[src/rtl/aes_demux_pkg.sv]
// rtl/aes_demux_pkg.sv - shared types and default sizes for the AES ingress demux
package aes_demux_pkg;

  typedef logic [7:0] byte_t;

  typedef enum logic {
    PACK = 1'b0,
    HOLD = 1'b1
  } state_t;

  localparam int DEF_BUS_W       = 32;
  localparam int DEF_BLOCK_BYTES = 16;
  localparam int DEF_NFLAGS      = 32;

endpackage

[src/rtl/mod_block_packer.sv]
// rtl/mod_block_packer.sv - beat counter plus byte-placement register for one plaintext block
// blk_next is the register with the current bus word merged into the slot selected by cnt.
module mod_block_packer
  import aes_demux_pkg::*;
#(
  parameter int BUS_W       = DEF_BUS_W,
  parameter int BLOCK_BYTES = DEF_BLOCK_BYTES,
  localparam int WB         = BUS_W / 8,
  localparam int BEATS      = BLOCK_BYTES * 8 / BUS_W,
  localparam int CW         = (BEATS > 1) ? $clog2(BEATS) : 1
) (
  input  logic                        clk,
  input  logic                        rst,
  input  logic                        clear,
  input  logic                        wr,
  input  logic [BUS_W-1:0]            wr_data,
  input  logic                        ld,
  input  logic [BLOCK_BYTES-1:0][7:0] ld_data,
  output logic [CW-1:0]               cnt,
  output logic                        last,
  output logic [BLOCK_BYTES-1:0][7:0] blk,
  output logic [BLOCK_BYTES-1:0][7:0] blk_next
);

  byte_t [BLOCK_BYTES-1:0] pbuf_q;
  byte_t [BLOCK_BYTES-1:0] merged;
  logic  [CW-1:0]          cnt_q;

  // Constant-indexed placement keeps every byte select static.
  always_comb begin
    merged = pbuf_q;
    for (int k = 0; k < BEATS; k++) begin
      if (cnt_q == CW'(k)) begin
        for (int i = 0; i < WB; i++) begin
          merged[k*WB+i] = wr_data[8*i +: 8];
        end
      end
    end
  end

  assign last     = (cnt_q == CW'(BEATS - 1));
  assign cnt      = cnt_q;
  assign blk      = pbuf_q;
  assign blk_next = merged;

  always_ff @(posedge clk or posedge rst) begin
    if (rst) begin
      cnt_q  <= '0;
      pbuf_q <= '0;
    end else if (clear) begin
      cnt_q  <= '0;
      pbuf_q <= '0;
    end else if (ld) begin
      pbuf_q <= ld_data;
    end else if (wr) begin
      pbuf_q <= merged;
      cnt_q  <= last ? '0 : cnt_q + CW'(1);
    end
  end

endmodule

[src/rtl/mod_demux_ingress.sv]
// rtl/mod_demux_ingress.sv - bus ingress demux: control-flag register and plaintext block packing
// Optional DEMUX_DBUF_EN adds a pending block slot so packing continues while a block is held.
module mod_demux_ingress
  import aes_demux_pkg::*;
#(
  parameter int BUS_W       = DEF_BUS_W,
  parameter int BLOCK_BYTES = DEF_BLOCK_BYTES,
  parameter int NFLAGS      = DEF_NFLAGS,
  localparam int BEATS      = BLOCK_BYTES * 8 / BUS_W,
  localparam int CW         = (BEATS > 1) ? $clog2(BEATS) : 1
) (
  input  logic                        clk,
  input  logic                        rst,
  input  logic                        in_valid,
  output logic                        in_ready,
  input  logic                        in_addr,
  input  logic [BUS_W-1:0]            in_data,
  input  logic                        abort,
  output logic [NFLAGS-1:0]           flags_out,
  output logic                        flags_wr,
  output logic                        blk_valid,
  input  logic                        blk_ready,
  output logic [BLOCK_BYTES-1:0][7:0] blk_data,
  output logic [CW-1:0]               beat_cnt
);

  state_t state_q, state_d;
  logic   slot_free;
  logic   acc_ctrl, acc_data, last_acc, hs;
  logic   pk_last;
  logic   pend_q;
  logic [BLOCK_BYTES-1:0][7:0] pk_full, pend_blk, pk_blk_unused;

  assign in_ready  = in_addr ? (~abort & slot_free) : 1'b1;
  assign acc_ctrl  = in_valid & ~in_addr;
  assign acc_data  = in_valid & in_addr & in_ready;
  assign last_acc  = acc_data & pk_last;
  assign blk_valid = (state_q == HOLD);
  assign hs        = blk_valid & blk_ready;

  mod_block_packer #(.BUS_W(BUS_W), .BLOCK_BYTES(BLOCK_BYTES)) u_pack (
    .clk      (clk),
    .rst      (rst),
    .clear    (abort),
    .wr       (acc_data),
    .wr_data  (in_data),
    .ld       (1'b0),
    .ld_data  ('0),
    .cnt      (beat_cnt),
    .last     (pk_last),
    .blk      (pk_blk_unused),
    .blk_next (pk_full)
  );

`ifdef DEMUX_DBUF_EN
  logic                        pend_ld;
  logic [CW-1:0]               pend_cnt_unused;
  logic                        pend_last_unused;
  logic [BLOCK_BYTES-1:0][7:0] pend_next_unused;

  // A block completed while one is held and not leaving parks in the pending slot.
  assign slot_free = ~((state_q == HOLD) & pend_q);
  assign pend_ld   = last_acc & (state_q == HOLD) & ~hs;

  mod_block_packer #(.BUS_W(BUS_W), .BLOCK_BYTES(BLOCK_BYTES)) u_pend (
    .clk      (clk),
    .rst      (rst),
    .clear    (1'b0),
    .wr       (1'b0),
    .wr_data  ('0),
    .ld       (pend_ld),
    .ld_data  (pk_full),
    .cnt      (pend_cnt_unused),
    .last     (pend_last_unused),
    .blk      (pend_blk),
    .blk_next (pend_next_unused)
  );

  always_ff @(posedge clk or posedge rst) begin
    if (rst)          pend_q <= 1'b0;
    else if (pend_ld) pend_q <= 1'b1;
    else if (hs)      pend_q <= 1'b0;
  end
`else
  assign slot_free = (state_q == PACK);
  assign pend_q    = 1'b0;
  assign pend_blk  = '0;
`endif

  always_ff @(posedge clk or posedge rst) begin
    if (rst) state_q <= PACK;
    else     state_q <= state_d;
  end

  always_comb begin
    state_d = state_q;
    case (state_q)
      PACK:    if (last_acc) state_d = HOLD;
      HOLD:    if (hs)       state_d = (pend_q | last_acc) ? HOLD : PACK;
      default: state_d = PACK;
    endcase
  end

  always_ff @(posedge clk or posedge rst) begin
    if (rst) begin
      blk_data <= '0;
    end else if (last_acc && (state_q == PACK || hs)) begin
      blk_data <= pk_full;
    end else if (hs && pend_q) begin
      blk_data <= pend_blk;
    end
  end

  always_ff @(posedge clk or posedge rst) begin
    if (rst) begin
      flags_out <= '0;
      flags_wr  <= 1'b0;
    end else begin
      flags_wr <= acc_ctrl;
      if (acc_ctrl) flags_out <= in_data[NFLAGS-1:0];
    end
  end

endmodule
[config.mk]
export PLATFORM = sky130hd
export DESIGN_NAME = mod_demux_ingress
export DESIGN_NICKNAME = d
export VERILOG_FILES = /design/src/rtl/aes_demux_pkg.sv /design/src/rtl/mod_block_packer.sv /design/src/rtl/mod_demux_ingress.sv
export SDC_FILE = /design/constraint.sdc
export NUM_CORES = 1
export LEC_CHECK = 0
export BUFFER_PORTS_ARGS = -buffer_cell sky130_fd_sc_hd__clkbuf_2
export CELL_PAD_IN_SITES_DETAIL_PLACEMENT = 0
export CELL_PAD_IN_SITES_GLOBAL_PLACEMENT = 1
export CORE_ASPECT_RATIO = 0.75
export CORE_UTILIZATION = 44
export CTS_BUF_LIST = sky130_fd_sc_hd__clkbuf_8
export CTS_CLUSTER_DIAMETER = 200
export DETAILED_ROUTE_END_ITERATION = 7
export PLACE_DENSITY_LB_ADDON = 0.15
export SKIP_LAST_GASP = 1
export SYNTH_ARGS = -nofsm -noshare
export SYNTH_HDL_FRONTEND = slang
export SYNTH_HIERARCHICAL = 1
export SYNTH_SLANG_ARGS = --single-unit
export TNS_END_PERCENT = 5
[constraint.sdc]
create_clock -name clk -period 4.9 [get_ports clk]
set_clock_uncertainty 0.15 [all_clocks]
set_input_delay 0.735 -clock clk [delete_from_list [all_inputs] [get_ports clk]]
set_output_delay 0.735 -clock clk [all_outputs]
set_load 0.05 [all_outputs]
* Word-level counts from Yosys, hierarchy flattened
Index checks and enable logic that the tools add are counted.
Storage, ports and cells: memories kept 0, memory bits (writable) 0, bits in latches 0, word-level logic and storage cells 66, register bits 292, bits in read-only memories 0
Cells by class: multipliers 0, shift operators 0, reductions and logical operators 4, muxes and demuxes 13, add/subtract/negate cells 1, equal/unequal tests 3, div/mod/pow operators 0, $lt $le $gt $ge 0, bitwise logic cells 9
Operator list (count):
- $mux W128 | 2
- $mux W32 | 4
- $and A1 B1 Y1 | 6
- $mux W2 | 3
- $eq A2 B2 Y1 const B | 2
- $mux W1 | 3
- $not A1 Y1 | 3
- $add A2 B1 Y2 const B | 1
- $eq A2 B1 Y1 const B | 1
- $logic_not A2 Y1 | 1
- $pmux W1 S2 | 1
- $reduce_bool A2 Y1 | 1
- $logic_and A1 B1 Y1 | 1
- $logic_or A1 B1 Y1 | 1

* Longest topological paths before layout
Gate-level depths: netlist of the first run.
depth after elaboration 8, depth in mapped cells 8

* Modules after synthesis
Netlist of the first run, hierarchy kept.
By module, submodules not included:
- mod_block_packer | cells each 605, area an instance 7447.1 um^2, instances 1
- mod_demux_ingress | cells each 349, area an instance 6476.2 um^2, instances 1

* Worst setup path after synthesis of the first run
OpenSTA, ideal clock, no wires.
kind input port to output port, start point input abort, end point output in_ready, setup slack 2.184 ns, path buffers 0, data required time 4.015 ns, arrival 1.831 ns, stages on the path 1, cell sequence o21ai_0
On the way: longest elaborated chain between the ends 3
RTL lines:
- start: declaration | line mod_demux_ingress.sv:18 | input logic abort,
- $not A1 Y1 | line mod_demux_ingress.sv:34 | assign in_ready = in_addr ? (~abort & slot_free) : 1'b1;
- $and A1 B1 Y1 | line mod_demux_ingress.sv:34
- $mux W1 | line mod_demux_ingress.sv:34
- end: declaration | line mod_demux_ingress.sv:15 | output logic in_ready,
No other way between the ends.

* Worst setup path after layout of the first run
start point register state_q, in the netlist blk_valid, end point register u_pack.pbuf_q (netlist bit u_pack/blk[50])
On the way: longest elaborated chain between the ends 5
RTL lines:
- start: declaration | line mod_demux_ingress.sv:27 | state_t state_q, state_d;
- start signal: assignment | line mod_demux_ingress.sv:92 | else state_q <= state_d;
- $not A1 Y1 | line mod_demux_ingress.sv:85 | assign slot_free = (state_q == PACK);
- $and A1 B1 Y1 | line mod_demux_ingress.sv:34
- $mux W1 | line mod_demux_ingress.sv:34
- $and A1 B1 Y1 | line mod_demux_ingress.sv:36 | assign acc_data = in_valid & in_addr & in_ready;
- net acc_data | line mod_demux_ingress.sv:29 | logic acc_ctrl, acc_data, last_acc, hs;
- $reduce_bool A2 Y1 (no source line)
- end signal: assignment | line mod_block_packer.sv:54 | pbuf_q <= ld_data;
- end signal: assignment | line mod_block_packer.sv:56 | pbuf_q <= merged;
- end: declaration | line mod_block_packer.sv:25 | byte_t [BLOCK_BYTES-1:0] pbuf_q;
The timed path passes the listed nets, and every way through them passes these cells. A chain may end at the register's enable or synchronous reset.

==> results of run 1 <==
## final cells by class
| class | count | area [um2] | area share [%] |
|---|---|---|---|
| well taps | 406 | 508 | 3.08 |
| repair buffers | 212 | 1150 | 6.95 |
| diodes | 1 | 2.50 | 0.0151 |
| clock buffers | 64 | 881 | 5.33 |
| clock inverters | 19 | 87.6 | 0.530 |
| multi-input cells | 694 | 6560 | 39.7 |
| flip-flops and latches | 292 | 7310 | 44.2 |
| inverters | 5 | 27.5 | 0.167 |
## placed cells by master (no fill, tap or decap)
master,n
xnor2_1,1
conb_1,129
nor2b_1,2
or2_1,1
buf_12,5
buf_4,5
clkinvlp_4,2
and3_2,1
clkbuf_2,202
diode_2,1
nor3b_4,1
nor2_1,3
nor2b_4,1
mux2_4,109
or2_4,1
o21ai_0,2
nor3b_1,127
a221o_1,127
nand2b_1,1
inv_1,14
clkinv_2,6
nand2_1,2
ha_2,4
dfrtp_1,292
nand4_1,1
mux2_2,158
mux2_1,21
mux2i_1,1
inv_6,1
clkinv_4,1
o221ai_1,1
clkbuf_8,64
## worst paths after layout
| kind | start | endpoint | depth (start not counted) |
|---|---|---|---|
| worst max-delay path | blk_valid | u_pack/blk[50] | 7 |
| worst min-delay path | rst | blk_data[4] | 3 |
| worst max register to register | blk_valid | u_pack/blk[50] | 7 |
| worst min register to register | flags_out[19] | flags_out[19] | 1 |
| max in group asynchronous | rst | u_pack/blk[51] | 3 |
| min in group clk | blk_ready | blk_valid | 2 |
## metrics by stage
step | util, % | worst slack [ns]
floorplan | - | 0.546
global placement | 49.9 | 1.58
detailed placement | 49.9 | 1.54
CTS | 53.0 | 2.05
global route | 53.0 | 1.96
finish | 53.0 | 2.10
## worst max-delay path, stage by stage (launching register included)
cell,delay (ns)
dfrtp_1,0.44
nor2_1,0.14
and3_2,0.19
buf_4,0.39
or2_4,0.64
buf_12,0.34
nor3b_1,0.09
a221o_1,0.27
## registers in the layout (all words and copies together) (netlist names)
signal and flops:
u_pack/cnt 2, u_pack/blk 128, flags_out 32, blk_valid 1
blk_data 128, flags_wr 1
## cells by family (layout without fill, tap and decap cells)
family                   after synthesis  in the layout
AO/OA/AOI/OAI                        130            130
XOR/XNOR                               1              1
multiplexers                         289            289
flip-flops                           292            292
adder cells (fa/ha/maj)                4              4
other                                  1            130
buffers and inverters                 96            300
AND/OR/NAND/NOR                      141            141
## report_power, final
part	switching [W]	internal [W]
Sequential	0.0000480	0.00252
Combinational	0.000434	0.000226
Clock	0.000993	0.00116
## routing by layer
layer / GRT usage [%] / routed length [um]
met3: 4.81 / 1980
met5: 0 / 12
met1: 35.3 / 18500
met4: 5.19 / 427
met2: 32.6 / 15800
==> impl_metrics.env, run 1 <==
export IMPL_status="finished, violations left"
export IMPL_violations="max-slew violations"
export IMPL_required_ns=5.19
export IMPL_synth_cell_area_mm2=0.0139
export IMPL_hpwl_um=21400
export IMPL_clock_path_buffers=3
export IMPL_yosysMostFrequentCell="dfrtp_1"
export IMPL_synth_top_family_by_area="multiplexers"
export IMPL_powerDensity_mw_per_mm2=326
export IMPL_grt_overflow=0
export IMPL_core_area_mm2=0.0312
export IMPL_wirelength_um=36600
export IMPL_detail_route_wl_per_cell_um=21.6
export IMPL_h_tree_depth=2
export IMPL_antenna_found_initial=6
export IMPL_tns_ns=0
export IMPL_grt_pass1_wl_um=57400
export IMPL_drtAntennaViolNets=0
export IMPL_clk_pin_slew_worst_paths_ns=0.06
export IMPL_die_w_um=207
export IMPL_synth_edf_count=0
export IMPL_fin_nets=1296
export IMPL_yosysTopAreaCell="dfrtp_1"
export IMPL_period_share_pct=57.1
export IMPL_vias_per_cell=5.38
export IMPL_vias=9115
export IMPL_port_buffers=202
export IMPL_cp_arrival_ns=3.09
export IMPL_postCtsResizedCells=0
export IMPL_rsz0062_at_grt="no"
export IMPL_route_detailed_drc=0
export IMPL_initial_core_util_pct=44.7
export IMPL_synth_avg_cell_area_um2=14.6
export IMPL_synth_area_top_cells="dfrtp_1 (52%), mux2_2 (13%), mux2_4 (12%), a221o_1 (9.1%), nor3b_1 (6.8%)"
export IMPL_muxShareOfSynthArea_pct=26.3
export IMPL_drtIter0Drc=541
export IMPL_die_h_um=156
export IMPL_yosys_warnings=6
export IMPL_std_cell_rows=56
export IMPL_ys_top_cells_by_count="dfrtp_1 (292), mux2_2 (158), a221o_1 (127), nor3b_1 (127), mux2_4 (109)"
export IMPL_synth_cell_types=25
export IMPL_root_buffer="clkbuf_8"
export IMPL_dr_pass1_iters=5
export IMPL_gp_congestion=0.740
export IMPL_dieArea_mm2=0.0324
export IMPL_synthCells=954
export IMPL_synth_seq_cells=292
export IMPL_post_cts_buffers=0
export IMPL_synthAdderAreaFrac_pct=0.359
export IMPL_hold_viol=0
export IMPL_track_usage_pct=22.9
export IMPL_dpl_cell_area_mm2=0.0155
export IMPL_cp_start_kind="flip-flop"
export IMPL_cts_sinks=292
export IMPL_cts_tree="done"
export IMPL_grt_max_degree=163
export IMPL_synth_top_area_share_pct=52.5
export IMPL_period_minus_slack_ns=2.80
export IMPL_synth_xor_area_share_pct=0.0629
export IMPL_maxCapViolCount=0
export IMPL_clock_latency_ns=0.57
export IMPL_path_max_fanout=51
export IMPL_power_leakage_nw=8.38
export IMPL_area_delta_synth_final_pct=18.6
export IMPL_ys_seq_area_share_pct=52.5
export IMPL_path_class="flip-flop to flip-flop"
export IMPL_end_kind="flip-flop"
export IMPL_setup_viol=0
export IMPL_dominantRegCellSynth="dfrtp_1"
export IMPL_holdWs_ns=0.186
export IMPL_fill_cells=2719
export IMPL_grt_pass1_vias=9283
export IMPL_fmax_ghz=0.357
export IMPL_ir_worst_vdd_mv=0.187
export IMPL_hold_class="input port to async pin"
export IMPL_synth_compound_area_share_pct=9.26
export IMPL_synthArstFlopShare_pct=100
export IMPL_slew_headroom_pct=-581
export IMPL_cts_inserted_buffers=49
export IMPL_r2r_slack_ns=2.10
export IMPL_fin_total_pwr_w=0.00538
export IMPL_ios=203
export IMPL_stdcell_count=1693
export IMPL_drive_above_1_share_pct=43.6
export IMPL_fin_area_mm2=0.0165
export IMPL_dp_cells=1609
export IMPL_tightest_slew_ns=10.20
export IMPL_yosys_area_share_simple_pct=7.43
export IMPL_slew_viol_final=128
export IMPL_ctsHoldBuffers=0
(Power assumes the default switching activity.)
==> run 2, diff against run 1 <==
--- a/config.mk
+++ b/config.mk
@@ -5,6 +5,7 @@
 export SDC_FILE = /design/constraint.sdc
 export NUM_CORES = 1
 export LEC_CHECK = 0
+export ABC_AREA = 1
 export BUFFER_PORTS_ARGS = -buffer_cell sky130_fd_sc_hd__clkbuf_2
 export CELL_PAD_IN_SITES_DETAIL_PLACEMENT = 0
 export CELL_PAD_IN_SITES_GLOBAL_PLACEMENT = 1
==> constraint.sdc (replaced) <==
create_clock -name clk -period 2.9 [get_ports clk]
set_clock_uncertainty 0.15 [all_clocks]
set_input_delay 0.435 -clock clk [delete_from_list [all_inputs] [get_ports clk]]
set_output_delay 0.435 -clock clk [all_outputs]
set_load 0.05 [all_outputs]
==> run 2 against run 1 <==
  * The flow now finishes without violations
  * Clock power rose by 66%
  * Critical path depth fell by 1
  * Setup slack got worse by 1.6 ns
  * Die area rose by 8.2%
  * Sequential share of layout area fell by 2.7 points
  * Power rose by 74%
  * Fmax rose by 19%
  * Via count rose by 53%
  * Critical path type unchanged
  * Largest power group unchanged
==> impl_metrics.env, run 2 <==
export IMPL_ir_worst_vdd_mv=0.335
export IMPL_cp_slowest_stage_delay_ns=0.55
export IMPL_powerDensity_mw_per_mm2=533
export IMPL_stdcell_count=2731
export IMPL_drive_above_1_share_pct=13.4
export IMPL_hold_class="input port to flip-flop"
export IMPL_dieArea_mm2=0.0350
export IMPL_rr_worst_depth=6
export IMPL_slowest_stage="nor3_1"
export IMPL_initial_core_util_pct=44.9
export IMPL_synth_seq_cells=292
export IMPL_root_buffer="clkbuf_8"
export IMPL_fmax_ghz=0.424
export IMPL_clk_pin_slew_worst_paths_ns=0.06
export IMPL_antenna_cells=0
export IMPL_gp_congestion=0.806
export IMPL_path_depth=6
export IMPL_synthCells=1980
export IMPL_dominantRegCellSynth="dfrtp_1"
export IMPL_yosysTopAreaCell="dfrtp_1"
export IMPL_dpl_cell_area_mm2=0.0167
export IMPL_die_w_um=216
export IMPL_cp_start_kind="flip-flop"
export IMPL_cts_tree="done"
export IMPL_period_share_pct=81.4
export IMPL_worstReg2RegStart="blk_valid"
export IMPL_detail_route_wl_per_cell_um=18.2
export IMPL_wirelength_um=49600
export IMPL_clock_path_buffers=3
export IMPL_cp_top_family="simple AND/OR/NAND/NOR gates"
export IMPL_die_h_um=162
export IMPL_cts_inserted_buffers=49
export IMPL_final_cell_mix="nand2_1 (994), dfrtp_1 (292), nand3_1 (256)"
export IMPL_final_util_pct=52.4
export IMPL_cp_arrival_ns=2.72
export IMPL_clock_latency_ns=0.60
export IMPL_grt_overflow=0
export IMPL_area_delta_synth_final_pct=16.8
export IMPL_path_class="flip-flop to flip-flop"
export IMPL_ios=203
export IMPL_required_ns=3.26
export IMPL_dr_pass1_iters=5
export IMPL_synthArstFlopShare_pct=100
export IMPL_path_max_fanout=41
export IMPL_end_kind="flip-flop"
export IMPL_slew_viol_final=0
export IMPL_fin_total_pwr_w=0.00938
export IMPL_synth_top_area_share_pct=48.5
export IMPL_reg2reg_to="u_pack/blk[113]"
export IMPL_crit_chain="nor3_1 > nor2_1 > nor2_4 > buf_12 > nand3_1 > nand2_1"
export IMPL_ys_seq_area_share_pct=48.5
export IMPL_hold_viol=0
export IMPL_drtIter0Drc=1398
export IMPL_final_seq_area_mm2=0.00731
export IMPL_period_minus_slack_ns=2.36
export IMPL_yosys_warnings=6
export IMPL_r2r_slack_ns=0.54
export IMPL_ys_top_cells_by_count="nand2_1 (994), dfrtp_1 (292), nand3_1 (257)"
export IMPL_synth_cell_area_mm2=0.0151
export IMPL_final_common_cell="nand2_1"
export IMPL_synth_cell_types=21
export IMPL_dp_cells=2648
export IMPL_maxCapViolCount=0
export IMPL_power_leakage_nw=10.1
export IMPL_route_detailed_drc=0
export IMPL_yosysMostFrequentCell="nand2_1"
export IMPL_vias=14000
export IMPL_core_area_mm2=0.0336
export IMPL_rsz0062_at_grt="no"
export IMPL_grt_pass1_wl_um=76000
export IMPL_fill_cells=3320
export IMPL_drtAntennaViolNets=0
export IMPL_synth_avg_cell_area_um2=7.61
export IMPL_synth_edf_count=0
export IMPL_port_buffers=202
export IMPL_status="finished, final reports clean"
export IMPL_endpoint="u_pack/blk[113]"
export IMPL_cts_sinks=292
export IMPL_tightest_slew_ns=1.03
export IMPL_slew_headroom_pct=31.4
export IMPL_vias_per_cell=5.12
export IMPL_setup_viol=0
export IMPL_hpwl_um=29900
export IMPL_grt_max_degree=258
export IMPL_synth_area_top_cells="dfrtp_1 (48%), nand2_1 (25%), nand3_1 (8.5%), nand4_1 (5.3%), or2_0 (5.3%)"
export IMPL_h_tree_depth=2
export IMPL_fin_nets=2293
export IMPL_track_usage_pct=28.4
export IMPL_critPathLaunch="blk_valid"
export IMPL_crit_buf_inv=1
export IMPL_post_cts_buffers=0
export IMPL_antenna_found_initial=0
export IMPL_std_cell_rows=58
export IMPL_grt_pass1_vias=12900
export IMPL_fin_area_mm2=0.0176
export IMPL_multi_input_area_mm2=0.00728
## run 2: changes by cell type in the layout (fill, tap and decap cells not counted), sizes merged, moves of 128 or more
cell | previous run | this run
nand2 | 2 | 994
mux2 | 288 | 0
nand3 | 0 | 257
nor3b | 128 | 0
## run 2: worst min-delay path by stage
stage / start / endpoint / depth (start not counted)
finish: in_data[6] / flags_out[6] / 3
global route: in_data[6] / flags_out[6] / 3
CTS: abort / u_pack/cnt[1] / 2
detailed placement: blk_data[97] / blk_data[97] / 2
global placement: blk_data[56] / blk_data[56] / 2
floorplan: u_pack/blk[0] / u_pack/blk[0] / 2
## run 2: layout make-up
cell class | count | share of cell area, %
Multi-Input combinational cell | 1658 | 41.4
Inverter | 14 | 0.370
Tap cell | 450 | 3.20
Timing Repair Buffer | 236 | 8.36
Clock buffer | 61 | 4.77
Clock inverter | 20 | 0.448
Sequential cell | 292 | 41.5
## run 2: kinds of logic after synthesis
group	Yosys count	synth area share, %
adder cells (fa/ha/maj)	4	0.332
AND/OR/NAND/NOR	1520	44.3
other	1	0.0249
buffers and inverters	161	6.76
flip-flops	292	48.5
AO/OA/AOI/OAI	2	0.0664
## run 2: worst reg2reg max path, delay by kind of cell (launching register included)
kind                   cells  cell delay (ns)
buffers and inverters      1             0.32
AND/OR/NAND/NOR            5             1.37
flip-flops                 1             0.45
## run 2: report_power, final
part           internal, W  switching (W)
sequential         0.00428       0.000115
combinational     0.000361        0.00106
clock              0.00186        0.00170
## run 2: metrics by stage
| stage | hold WS [ns] | TNS (ns) | setup WS [ns] |
|---|---|---|---|
| floorplan | 0.299 | -150.07 | -1.15 |
| global placement | 0.303 | 0 | 0.470 |
| detailed placement | 0.307 | 0 | 0.395 |
| CTS | 0.0227 | 0 | 0.549 |
| global route | 0.0599 | 0 | 0.356 |
| finish | 0.0457 | 0 | 0.539 |
## run 2: timing repair
| item | 4_1_cts | 5_1_grt |
|---|---|---|
| resized for setup | 0 | 0 |
| hold endpoints to repair | 58 | 0 |
| endpoints found under the setup margin | 0 | 0 |
| hold buffers | 2 | 0 |
## run 2: per-layer routing
| layer | global-route usage (%) | vias to the layer above | routed length (um) | share of wire [%] |
|---|---|---|---|---|
| met2 | 43.0 | 466 | 21800 | 44 |
| met4 | 10.2 | 0 | 1470 | 3.0 |
| met5 | 0 | - | 0 | 0 |
| li1 | - | 6797 | - | - |
| met1 | 40.3 | 6652 | 22600 | 46 |
| met3 | 5.90 | 76 | 3740 | 7.5 |
==> run 3, diff against run 2 <==
--- a/config.mk
+++ b/config.mk
@@ -5,7 +5,7 @@
 export SDC_FILE = /design/constraint.sdc
 export NUM_CORES = 1
 export LEC_CHECK = 0
-export ABC_AREA = 1
+export ABC_AREA = 0
 export BUFFER_PORTS_ARGS = -buffer_cell sky130_fd_sc_hd__clkbuf_2
 export CELL_PAD_IN_SITES_DETAIL_PLACEMENT = 0
 export CELL_PAD_IN_SITES_GLOBAL_PLACEMENT = 1
==> constraint.sdc (replaced) <==
create_clock -name clk -period 2.1 [get_ports clk]
set_clock_uncertainty 0.15 [all_clocks]
set_input_delay 0.315 -clock clk [delete_from_list [all_inputs] [get_ports clk]]
set_output_delay 0.315 -clock clk [all_outputs]
set_load 0.05 [all_outputs]
==> run 3 against run 2 <==
  * The run now ends with max-slew violations left
  * Setup slack worse by 0.48 ns
  * Global-route usage is 4.4 points lower
  * Sequential share of layout area is 0.071 points higher
  * First-iteration DRC count is 63% lower
  * Via count is 32% lower
  * Cell count is 35% lower
  * Worst hold slack better by 0.021 ns
  * Combinational power is 20% higher
  * Highest routed layer unchanged
==> impl_metrics.env, run 3 (synthesis gave the netlist of run 1 again) <==
export IMPL_status="finished, violations left"
export IMPL_violations="max-slew violations"
export IMPL_required_ns=1.63
export IMPL_antenna_found_initial=3
export IMPL_drtIter0Drc=522
export IMPL_die_w_um=207
export IMPL_clock_path_buffers=3
export IMPL_drive_above_1_share_pct=44.1
export IMPL_powerDensity_mw_per_mm2=753
export IMPL_final_cell_mix="dfrtp_1 (292), clkbuf_2 (201), mux2_2 (158)"
export IMPL_grt_pass1_vias=9638
export IMPL_hold_viol=0
export IMPL_cp_start_kind="input port"
export IMPL_setup_viol=0
export IMPL_clk_pin_slew_worst_paths_ns=0.06
export IMPL_path_class="input port to primary output"
export IMPL_ios=203
export IMPL_area_delta_synth_final_pct=26.2
export IMPL_die_h_um=156
export IMPL_maxCapViolCount=0
export IMPL_cts_inserted_buffers=49
export IMPL_rsz0062_at_grt="no"
export IMPL_wirelength_um=38400
export IMPL_post_place_ws_ns=0.0795
export IMPL_core_area_mm2=0.0312
export IMPL_tightest_slew_ns=10.47
export IMPL_gp_congestion=0.731
export IMPL_std_cell_rows=56
export IMPL_final_util_pct=56.4
export IMPL_slew_headroom_pct=-600
export IMPL_post_cts_buffers=0
export IMPL_grt_overflow=0
export IMPL_crit_buf_inv=4
export IMPL_drtAntennaViolNets=0
export IMPL_cp_slowest_stage_delay_ns=0.53
export IMPL_dpl_cell_area_mm2=0.0162
export IMPL_root_buffer="clkbuf_8"
export IMPL_hpwl_um=24000
export IMPL_slew_viol_final=128
export IMPL_h_tree_depth=2
export IMPL_fin_total_pwr_w=0.0132
export IMPL_fill_cells=2605
export IMPL_multi_input_area_mm2=0.00656
export IMPL_crit_chain="dlygate4sd3_1 > clkbuf_2 > buf_4 > o21ai_0 > buf_2"
export IMPL_antenna_cells=0
export IMPL_dr_pass1_iters=5
export IMPL_ir_worst_vdd_mv=0.388
export IMPL_fin_nets=1364
export IMPL_fmax_ghz=0.490
export IMPL_vias=9484
export IMPL_path_max_fanout=8
export IMPL_r2r_slack_ns=0.06
export IMPL_cp_arrival_ns=1.57
export IMPL_track_usage_pct=24.0
export IMPL_final_seq_area_mm2=0.00731
export IMPL_period_minus_slack_ns=2.04
export IMPL_fin_area_mm2=0.0176
export IMPL_cts_tree="done"
export IMPL_power_leakage_nw=8.87
export IMPL_period_share_pct=97.1
export IMPL_dieArea_mm2=0.0324
export IMPL_route_detailed_drc=0
export IMPL_end_kind="primary output"
export IMPL_port_buffers=202
export IMPL_initial_core_util_pct=44.7
export IMPL_detail_route_wl_per_cell_um=21.7
export IMPL_clock_latency_ns=0.58
export IMPL_grt_pass1_wl_um=60000
export IMPL_final_common_cell="dfrtp_1"
export IMPL_grt_max_degree=128
export IMPL_vias_per_cell=5.37
export IMPL_slowest_stage="dlygate4sd3_1"
export IMPL_cp_top_family="buffers and inverters"
export IMPL_hold_class="input port to flip-flop"
export IMPL_cts_sinks=292
export IMPL_fin_ws_ns=0.0609
==> run 3: changes by cell type in the layout (fill, tap and decap cells not counted), sizes merged, moves of 32 or more <==
cell | before | now
nand3 | 257 | 0
dlygate4sd3 | 2 | 34
nand4 | 128 | 1
or2 | 129 | 2
mux2 | 0 | 288
nor3b | 0 | 128
a221o | 0 | 127
nand2 | 994 | 2
==> run 3: through the flow <==
step	instances	hold slack, ns	setup TNS, ns
after floorplan	1082	0.231	-89.73
after global placement	1643	0.339	0
after detailed placement	1643	0.342	0
after CTS	1766	0.0167	0
after global routing	1766	0.0294	0
final	1766	0.0665	0
==> run 3: worst paths after layout <==
| check | startpoint | to | depth (start not counted) |
|---|---|---|---|
| max reg2reg | u_pack/cnt[0] | u_pack/blk[119] | 4 |
| min in group asynchronous | rst | u_pack/blk[127] | 3 |
| max | abort | in_ready | 5 |
| min reg2reg | blk_data[69] | blk_data[69] | 1 |
| max in group asynchronous | rst | blk_data[57] | 4 |
| min | in_data[14] | flags_out[14] | 2 |
==> run 3: cell type report <==
cell class,instances,share of cell area (%)
Sequential cell,292,41.6
Timing Repair Buffer,280,11.9
Clock inverter,23,0.997
Multi-Input combinational cell,694,37.3
Clock buffer,66,5.17
Inverter,5,0.149
Tap cell,406,2.89
==> run 3: worst reg2reg max path: stages (launching register included) <==
cell	delay, ns
dfrtp_1	0.46
ha_2	0.25
buf_4	0.33
mux2_2	0.43
a221o_1	0.30
==> run 3: where the power goes <==
group          internal (W)  leakage (nW)  switching, W
registers           0.00587          3.92      0.000115
clock network       0.00317         0.612       0.00238
logic              0.000646          4.34       0.00106
==> run 3: per-layer routing <==
layer / global-route usage (%) / wire, um
met5: 0 / 0
met1: 37.1 / 19500
met3: 4.49 / 1930
met2: 34.4 / 16400
met4: 5.93 / 624
==> run 3: timing repair <==
item | in CTS | in global routing
setup endpoints to repair | 0 | 1
endpoints found under the hold margin | 64 | 0
hold buffers | 34 | 0
resized for setup | 0 | 1
